**src/rtl/mem_port_arbiter.sv**
```systemverilog
`default_nettype none
// ============================================================================
// Module      : mem_port_arbiter
// Description : Round-robin arbiter sharing one mem_system (cache + banked
//               memory) between the instruction-fetch and data-memory ports.
//               Latches the winning request, holds the memory command stable
//               until Done, returns registered data with a one-cycle done
//               pulse, counts per-port cache hits and flags errors/timeouts.
// Revision    : 1.0 - initial release
// ============================================================================
module mem_port_arbiter #(
  parameter int TIMEOUT = 64
) (
  input  logic        clk,
  input  logic        rst,
  // instruction port
  input  logic        i_rd,
  input  logic [15:0] i_addr,
  output logic [15:0] i_dataout,
  output logic        i_done,
  output logic        i_stall,
  // data port
  input  logic        d_rd,
  input  logic        d_wr,
  input  logic [15:0] d_addr,
  input  logic [15:0] d_datain,
  output logic [15:0] d_dataout,
  output logic        d_done,
  output logic        d_stall,
  // mem_system side
  output logic [15:0] m_addr,
  output logic [15:0] m_datain,
  output logic        m_rd,
  output logic        m_wr,
  input  logic [15:0] m_dataout,
  input  logic        m_done,
  input  logic        m_cachehit,
  input  logic        m_err,
  // status
  output logic        err,
  output logic [15:0] i_hits,
  output logic [15:0] d_hits
);

  typedef enum logic [1:0] {
    IDLE   = 2'd0,
    BUSY_I = 2'd1,
    BUSY_D = 2'd2,
    RESP   = 2'd3
  } state_t;

  localparam logic [7:0] c_timeout_last = 8'(TIMEOUT - 1);

  state_t      r_state;
  logic        r_last_grant_d;  // 1: data port won the most recent grant
  logic [15:0] r_lat_addr;
  logic [15:0] r_lat_datain;
  logic        r_lat_rd;
  logic        r_lat_wr;
  logic [7:0]  r_tcnt;

  logic        w_busy;
  logic        w_i_req;
  logic        w_d_req;
  logic        w_grant_i;
  logic        w_grant_d;
  logic        w_timeout;
  logic        w_fail;
  logic        w_exit;
  logic [15:0] w_resp_data;

  assign w_busy  = (r_state == BUSY_I) || (r_state == BUSY_D);
  assign w_i_req = i_rd;
  assign w_d_req = d_rd | d_wr;

  // Data wins when it is alone, or on a tie when instruction had the last turn.
  assign w_grant_d = w_d_req & (~w_i_req | ~r_last_grant_d);
  assign w_grant_i = w_i_req & ~w_grant_d;

  assign w_timeout = (r_tcnt == c_timeout_last);
  // A normal Done takes priority over a simultaneous timeout expiry.
  assign w_fail    = m_err | (~m_done & w_timeout);
  assign w_exit    = m_err | m_done | w_timeout;
  // Writes and failed transactions return zero data.
  assign w_resp_data = (w_fail || r_lat_wr) ? 16'h0000 : m_dataout;

  // Memory command comes only from latched state; Rd/Wr drop in the Done
  // cycle so mem_system returns to idle instead of chaining another access.
  assign m_addr   = r_lat_addr;
  assign m_datain = r_lat_datain;
  assign m_rd     = w_busy & r_lat_rd & ~m_done;
  assign m_wr     = w_busy & r_lat_wr & ~m_done;

  // Stalls are forced low while reset is held so every output reads zero.
  assign i_stall = rst & i_rd & ~i_done;
  assign d_stall = rst & (d_rd | d_wr) & ~d_done;

  // Arbitration FSM, request latching, response, counters and error flag.
  always_ff @(posedge clk) begin
    if (!rst) begin
      r_state        <= IDLE;
      r_last_grant_d <= 1'b1;
      r_lat_addr     <= 16'h0000;
      r_lat_datain   <= 16'h0000;
      r_lat_rd       <= 1'b0;
      r_lat_wr       <= 1'b0;
      r_tcnt         <= 8'd0;
      i_done         <= 1'b0;
      d_done         <= 1'b0;
      i_dataout      <= 16'h0000;
      d_dataout      <= 16'h0000;
      err            <= 1'b0;
      i_hits         <= 16'h0000;
      d_hits         <= 16'h0000;
    end else begin
      i_done    <= 1'b0;
      d_done    <= 1'b0;
      i_dataout <= 16'h0000;
      d_dataout <= 16'h0000;
      case (r_state)
        IDLE: begin
          if (w_grant_i) begin
            r_last_grant_d <= 1'b0;
            r_lat_addr     <= i_addr;
            r_lat_datain   <= 16'h0000;
            r_lat_rd       <= 1'b1;
            r_lat_wr       <= 1'b0;
            r_tcnt         <= 8'd0;
            r_state        <= BUSY_I;
          end else if (w_grant_d) begin
            r_last_grant_d <= 1'b1;
            if (d_rd && d_wr) begin
              // Read and write together is illegal: answer without issuing.
              err       <= 1'b1;
              r_lat_rd  <= 1'b0;
              r_lat_wr  <= 1'b0;
              d_done    <= 1'b1;
              r_state   <= RESP;
            end else begin
              r_lat_addr   <= d_addr;
              r_lat_datain <= d_datain;
              r_lat_rd     <= d_rd;
              r_lat_wr     <= d_wr;
              r_tcnt       <= 8'd0;
              r_state      <= BUSY_D;
            end
          end
        end
        BUSY_I, BUSY_D: begin
          if (w_exit) begin
            r_state <= RESP;
            if (w_fail) begin
              err <= 1'b1;
            end
            if (r_state == BUSY_D) begin
              d_done    <= 1'b1;
              d_dataout <= w_resp_data;
            end else begin
              i_done    <= 1'b1;
              i_dataout <= w_resp_data;
            end
            if (!w_fail && m_cachehit) begin
              if (r_state == BUSY_D) begin
                if (d_hits != 16'hFFFF) d_hits <= d_hits + 16'd1;
              end else begin
                if (i_hits != 16'hFFFF) i_hits <= i_hits + 16'd1;
              end
            end
          end else begin
            r_tcnt <= r_tcnt + 8'd1;
          end
        end
        RESP: begin
          r_state <= IDLE;
        end
        default: begin
          r_state <= IDLE;
        end
      endcase
    end
  end

endmodule
`default_nettype wire

```
**config.mk**
```make
export PLATFORM = sky130hd
export DESIGN_NAME = mem_port_arbiter
export DESIGN_NICKNAME = d
export VERILOG_FILES = /design/src/rtl/mem_port_arbiter.sv
export SDC_FILE = /design/constraint.sdc
export NUM_CORES = 1
export LEC_CHECK = 0
export BUFFER_PORTS_ARGS = -buffer_cell sky130_fd_sc_hd__buf_2
export CORE_MARGIN = 1.5
export CORE_UTILIZATION = 52
export CTS_CLUSTER_SIZE = 40
export DETAILED_ROUTE_END_ITERATION = 6
export PLACE_DENSITY_LB_ADDON = 0.12
export SETUP_SLACK_MARGIN = 0.3
export SLEW_MARGIN = 5
export SYNTH_ARGS = -nofsm -noshare
export SYNTH_HDL_FRONTEND = slang
export SYNTH_SLANG_ARGS = --single-unit
```
**constraint.sdc**
```tcl
create_clock -name clk -period 3.06 [get_ports clk]
set_input_delay 0 -clock clk [delete_from_list [all_inputs] [get_ports clk]]
set_output_delay 0 -clock clk [all_outputs]
set_load 0.05 [all_outputs]
```
; ---- Yosys cells after proc, flatten, opt, wreduce, memory -nomap -nowiden
; Cells that the tools add are included.
[word_totals]
regBits = 112
wordCells = 115
[classes]
add_sub_neg = 3
eq_ne = 15
muxes = 38
bitwise_logic = 26
n_reduce_logical = 19
[op_table]
columns = operator, count
row1 = $mux W16, 7
row2 = $add A16 B1 Y16 const B, 2
row3 = $mux W8, 4
row4 = $ne A16 B16 Y1 const B, 2
row5 = $mux W1, 20
row6 = $pmux W8 S2, 1
row7 = $ne A2 B2 Y1 const B, 7
row8 = $and A1 B1 Y1, 11
row9 = $not A1 Y1, 10
row10 = $reduce_and A5 Y1, 2
row11 = $add A8 B1 Y8 const B, 1
row12 = $eq A8 B6 Y1 const B, 1
row13 = $reduce_and A4 Y1, 2
row14 = $mux W2, 3
row15 = $ne A3 B3 Y1 const B, 2
row16 = $pmux W2 S3, 1
row17 = $reduce_and A3 Y1, 2
row18 = $reduce_and A6 Y1, 1
row19 = $or A1 B1 Y1, 5
row20 = $eq A2 B2 Y1 const B, 2
row21 = $pmux W1 S2, 2
row22 = $reduce_and A2 Y1, 2
row23 = $reduce_bool A2 Y1, 2
row24 = $reduce_or A4 Y1, 1
row25 = 6 further kinds, 8

; ---- Depth between registers and ports, before layout
[depth]
ltp_word = 7
mapped_depth = 10

; ---- Least setup slack after synthesis
; No wires, ideal clock.
[synth_timing]
path_kind = reg-to-reg
from = register i_hits[0]
to = register i_hits[13]
setup_ns = 0.128
t_arrival_ns = 1.970
required_time_ns = 2.932
path_slack_ns = 0.962
stages_incl_launch_ff = 8
n_path_buf = 1
period_less_slack_ns = 2.098
path_cell_list = dfxtp_1 -> ha_1 -> nand4_1 -> nor4_1 -> clkbuf_1 -> nor4b_1 -> xnor2_1 -> nor2_1
[synth_between]
elab_chain_len = 2
word_cells_on_any_way = 3
classes_between = add/sub: 1 / eq/ne: 1 / reduce/logical: 1
[synth_lines]
columns = element, line
row1 = "start, declared", 41  ; output logic [15:0] i_hits,
row2 = "start signal, assigned", 166  ; if (i_hits != 16'hFFFF) i_hits <= i_hits + 16'd1;
row3 = "parallel branches: the longest is 2 deep, another holds $add A16 B1 Y16", --
; Several ways; the timed one is not identified.
; A chain may end at the register's enable or synchronous reset.

; ---- Worst setup path after layout
[layout_timing]
from = register r_state[0]
to = register r_tcnt[5]
[layout_between]
elab_chain_len = 4
word_cells_on_any_way = 10
classes_between = eq/ne: 5 / mux: 1 / reduce/logical: 4
[layout_lines]
columns = element, line
row1 = "start, declared", 54  ; state_t r_state;
row2 = "start signal, assigned", 101  ; r_state <= IDLE;
row3 = "start signal, assigned", 129  ; r_state <= BUSY_I;
row4 = "start signal, assigned", 138  ; r_state <= RESP;
row5 = $eq A2 B1 Y1 or $eq A2 B2 Y1 (tied branches), 120  ; case (r_state)
row6 = $reduce_or A2 Y1, 120
row7 = $ne A2 B2 Y1 (no line) or $reduce_bool A2 Y1 (tied branches), --
row8 = $reduce_and A4 Y1 (no line), --
row9 = "end signal, assigned", 170  ; r_tcnt <= r_tcnt + 8'd1;
row10 = "end, declared", 60  ; logic [7:0] r_tcnt;
; Parallel ways exist; a longest one is shown, timed or not.

==> results.toml <==
[run_status]
run_status = "finished, violations left"
violations = "hold timing"

[setup_path]
crit_required_ns = 3.36
critPathLaunchType = "flip-flop"
critical_path_cell_count = 7
critPathMaxFanout = 18
crit_path_end = "r_tcnt[5]"
slowest_stage = "or4_1"
crit_chain = "inv_1 > ha_1 > inv_1 > a211o_1 > a21o_1 > or4_1 > a21oi_1"
timing_worst_setup_path_type = "reg2reg"
r2r_start = "r_state[0]"
reg2reg_slack_ns = 0.62
crit_start = "r_state[0]"
end_kind = "flip-flop"
worst_r2r_endpoint = "r_tcnt[5]"
crit_path_max_incr_delay_ns = 0.50
reg2reg_depth = 7
arrival_ns = 2.74
crit_buf_inv = 2
critPathTopFamily = "compound AO/OA/AOI/OAI gates"
crit_top_cell = "inv_1"

[yosys]
synth.most_common_cell = "dfxtp_1"
synthTopCellsByArea = "dfxtp_1 (49%), nor2_1 (4.9%), xnor2_1 (4.8%)"
yosysSeqAreaShare_pct = 49.3
yosysWarnings = 0
synth_top_area_share_pct = 49.3
synth_top_area_cell = "dfxtp_1"
synth_common_cells = "dfxtp_1 (112), nor2_1 (60), nand2_1 (36)"
synth_cell_type_count = 48
synth-simple-area-share_pct = 23.9
synth_top_family_by_area = "simple AND/OR/NAND/NOR gates"
synthMuxAreaShare_pct = 4.40
syn_area_per_cell_um2 = 9.10
synth_seq_cells = 112
synth_edf_count = 0
async_flop_share_pct = 0
synth_ff_type = "dfxtp_1"
syn-num-nets = 578
yosys.area_share.adder_pct = 1.65
synth_compound_gate_area_share_pct = 12.4
synthCells = 500
syn_area_um2 = 4550
synth-xor-area-share_pct = 5.00

[floorplanning]
coreArea_um2 = 8340
die_height_um = 96.6
start_util_pct = 54.6
dieArea_um2 = 9320
pin_count = 175
num_rows = 33
die_w_um = 96.6

[drt]
drtPass1Iterations = 5
avgRoutedWirePerCell_um = 14.2
vias_per_cell = 5.27
drc = 0
vias = 4393
first_iter_violations = 193
wl_um = 11900
ant_nets = 0

[clocking]
clockRootBuffer = "clkbuf_8"
htree_num_levels = 3
numCtsBuffers = 9
cts_buffer_depth = 2
insertion_delay_ns = 0.36
post-cts-setup-buffer-count = 0
cts_tree = "done"
numClockSinks = 112
cts.clk_slew.worst_paths_ns = 0.10

[placement]
place.gp.congestion = 0.841
portBuffers = 174
hpwlAfterDp_um = 7640
placed_cell_area_um2 = 5510
place_ws_ns = 0.652

[global_route]
use_met3_pct = 3.68
grt_pass1_wl_um = 18500
grt_pass1_vias = 4068
grt-ovfl-total = 0
grtUsageMet2_pct = 43.8
use_met1_pct = 31.0
top_usage_layer = "met2"
grt_max_degree = 43
grt_usage_pct = 25.4
antenna_found_initial = 0

[finish]
syn_to_final_growth_pct = 39.3
multi_input_area_um2 = 2180
design_area_um2 = 6340
drive_above_1_share_pct = 27.7
final_util_pct = 76.0
fillers = 606
seq_area_um2 = 2240
diodes = 0
fin_nets = 802

[timing]
finalHoldViolations = 1
fin_skew_ns = 0.0111
finalCritPeriodShare_pct = 79.9
min_period_ns = 2.44
rsz0062_at_grt = "false"
tightest_slew_ns = 0.818
whs_ns = -0.0174
clock.fmax_mhz = 409
setup-tns-final_ns = 0
drv_slew = 0
setup_viol = 0
setup_ws_ns = 0.615
slew_headroom_pct = 45.3

[run]
cap_violations = 0

[worst_hold_path]
min_path_type = "in2reg"

[power_and_ir_drop]
peakVddDrop_mv = 0.391
total_power_mw = 4.34
powerDensity_nw_per_um2 = 685
p_leak_nw = 2.84
metrics by stage:
step	std cells	hold slack, ns
floorplan	500	0.0913
global placement	758	0.209
CTS	834	0.000863
detailed placement	758	0.216
global route	834	0.0287
finish	834	-0.0174
layer usage:
layer	vias to the layer above	part of all wire, %
li1	2195	-
met1	2024	41
met2	144	51
met3	30	5.0
met4	0	3.0
met5	-	0
area by class of cell:
type                    count  share of cell area [%]
well taps                 105                    2.07
flip-flops and latches    112                    35.4
clock buffers               9                    1.95
inverters                  10                   0.592
clock inverters             7                    1.60
multi-input cells         350                    34.4
repair buffers            241                    24.0
state kept, by name, indices dropped and copies added, names as in the netlist:
register        cells
i_done              1
r_lat_rd            1
d_hits             16
err                 1
d_dataout          16
r_tcnt              8
r_state             2
m_datain           16
r_lat_wr            1
d_done              1
i_hits             16
r_last_grant_d      1
i_dataout          16
m_addr             16
how the worst min path moves through the flow:
stage,from,to,cells past startpoint
after floorplan,rst,r_last_grant_d,1
after global placement,m_dataout[13],i_dataout[13],2
after detailed placement,m_dataout[10],d_dataout[10],2
after CTS,i_addr[2],m_addr[2],3
after global routing,d_rd,d_done,3
final,i_addr[2],m_addr[2],3
repair_timing:
action / 4_1_cts / 5_1_grt
hold endpoints to repair: 64 / 0
hold buffers: 60 / 0
endpoints found under the setup margin: 0 / 0
gates resized for setup: 0 / 0
cell usage in the layout (no fill, tap or decap), drive strengths merged, types with 3 or more instances in the layout:
| cell type | count |
|---|---|
| mux2i | 20 |
| nand3 | 28 |
| nor3 | 12 |
| buf | 181 |
| nor3b | 5 |
| nand3b | 3 |
| nand4 | 9 |
| xnor2 | 25 |
| nand2 | 36 |
| o21ai | 11 |
| a211oi | 24 |
| dfxtp | 112 |
| a21oi | 27 |
| clkbuf | 9 |
| and2 | 33 |
| and4 | 5 |
| inv | 13 |
| nor4b | 3 |
| dlygate4sd3 | 60 |
| ha | 6 |
| a31oi | 3 |
| or3 | 7 |
| nor2 | 60 |
where the power goes:
group / switching, mW / leakage, nW / total, mW / internal [mW]
clock network: 0.501 / 0.112 / 0.972 / 0.471
registers: 0.0933 / 0.910 / 1.72 / 1.63
logic: 1.14 / 1.81 / 1.65 / 0.505
total: 1.74 / 2.84 / 4.34 / 2.60
cells by family (layout without fill, tap and decap cells):
| family | Yosys count | in the layout |
|---|---|---|
| XOR/XNOR | 26 | 26 |
| adder cells (fa/ha/maj) | 6 | 6 |
| buffers and inverters | 38 | 267 |
| flip-flops | 112 | 112 |
| multiplexers | 20 | 20 |
| AO/OA/AOI/OAI | 85 | 85 |
| AND/OR/NAND/NOR | 213 | 213 |
worst reg2reg max path: cells and delay by family, from the launching register on:
family                     cells  cell delay (ns)
buffers and inverters          2             0.23
AOI/OAI and AO/OA              3             1.01
and+or+nand+nor                1             0.50
DFF                            1             0.34
adders and majority gates      1             0.31
Power figures use the tool's default switching activity.
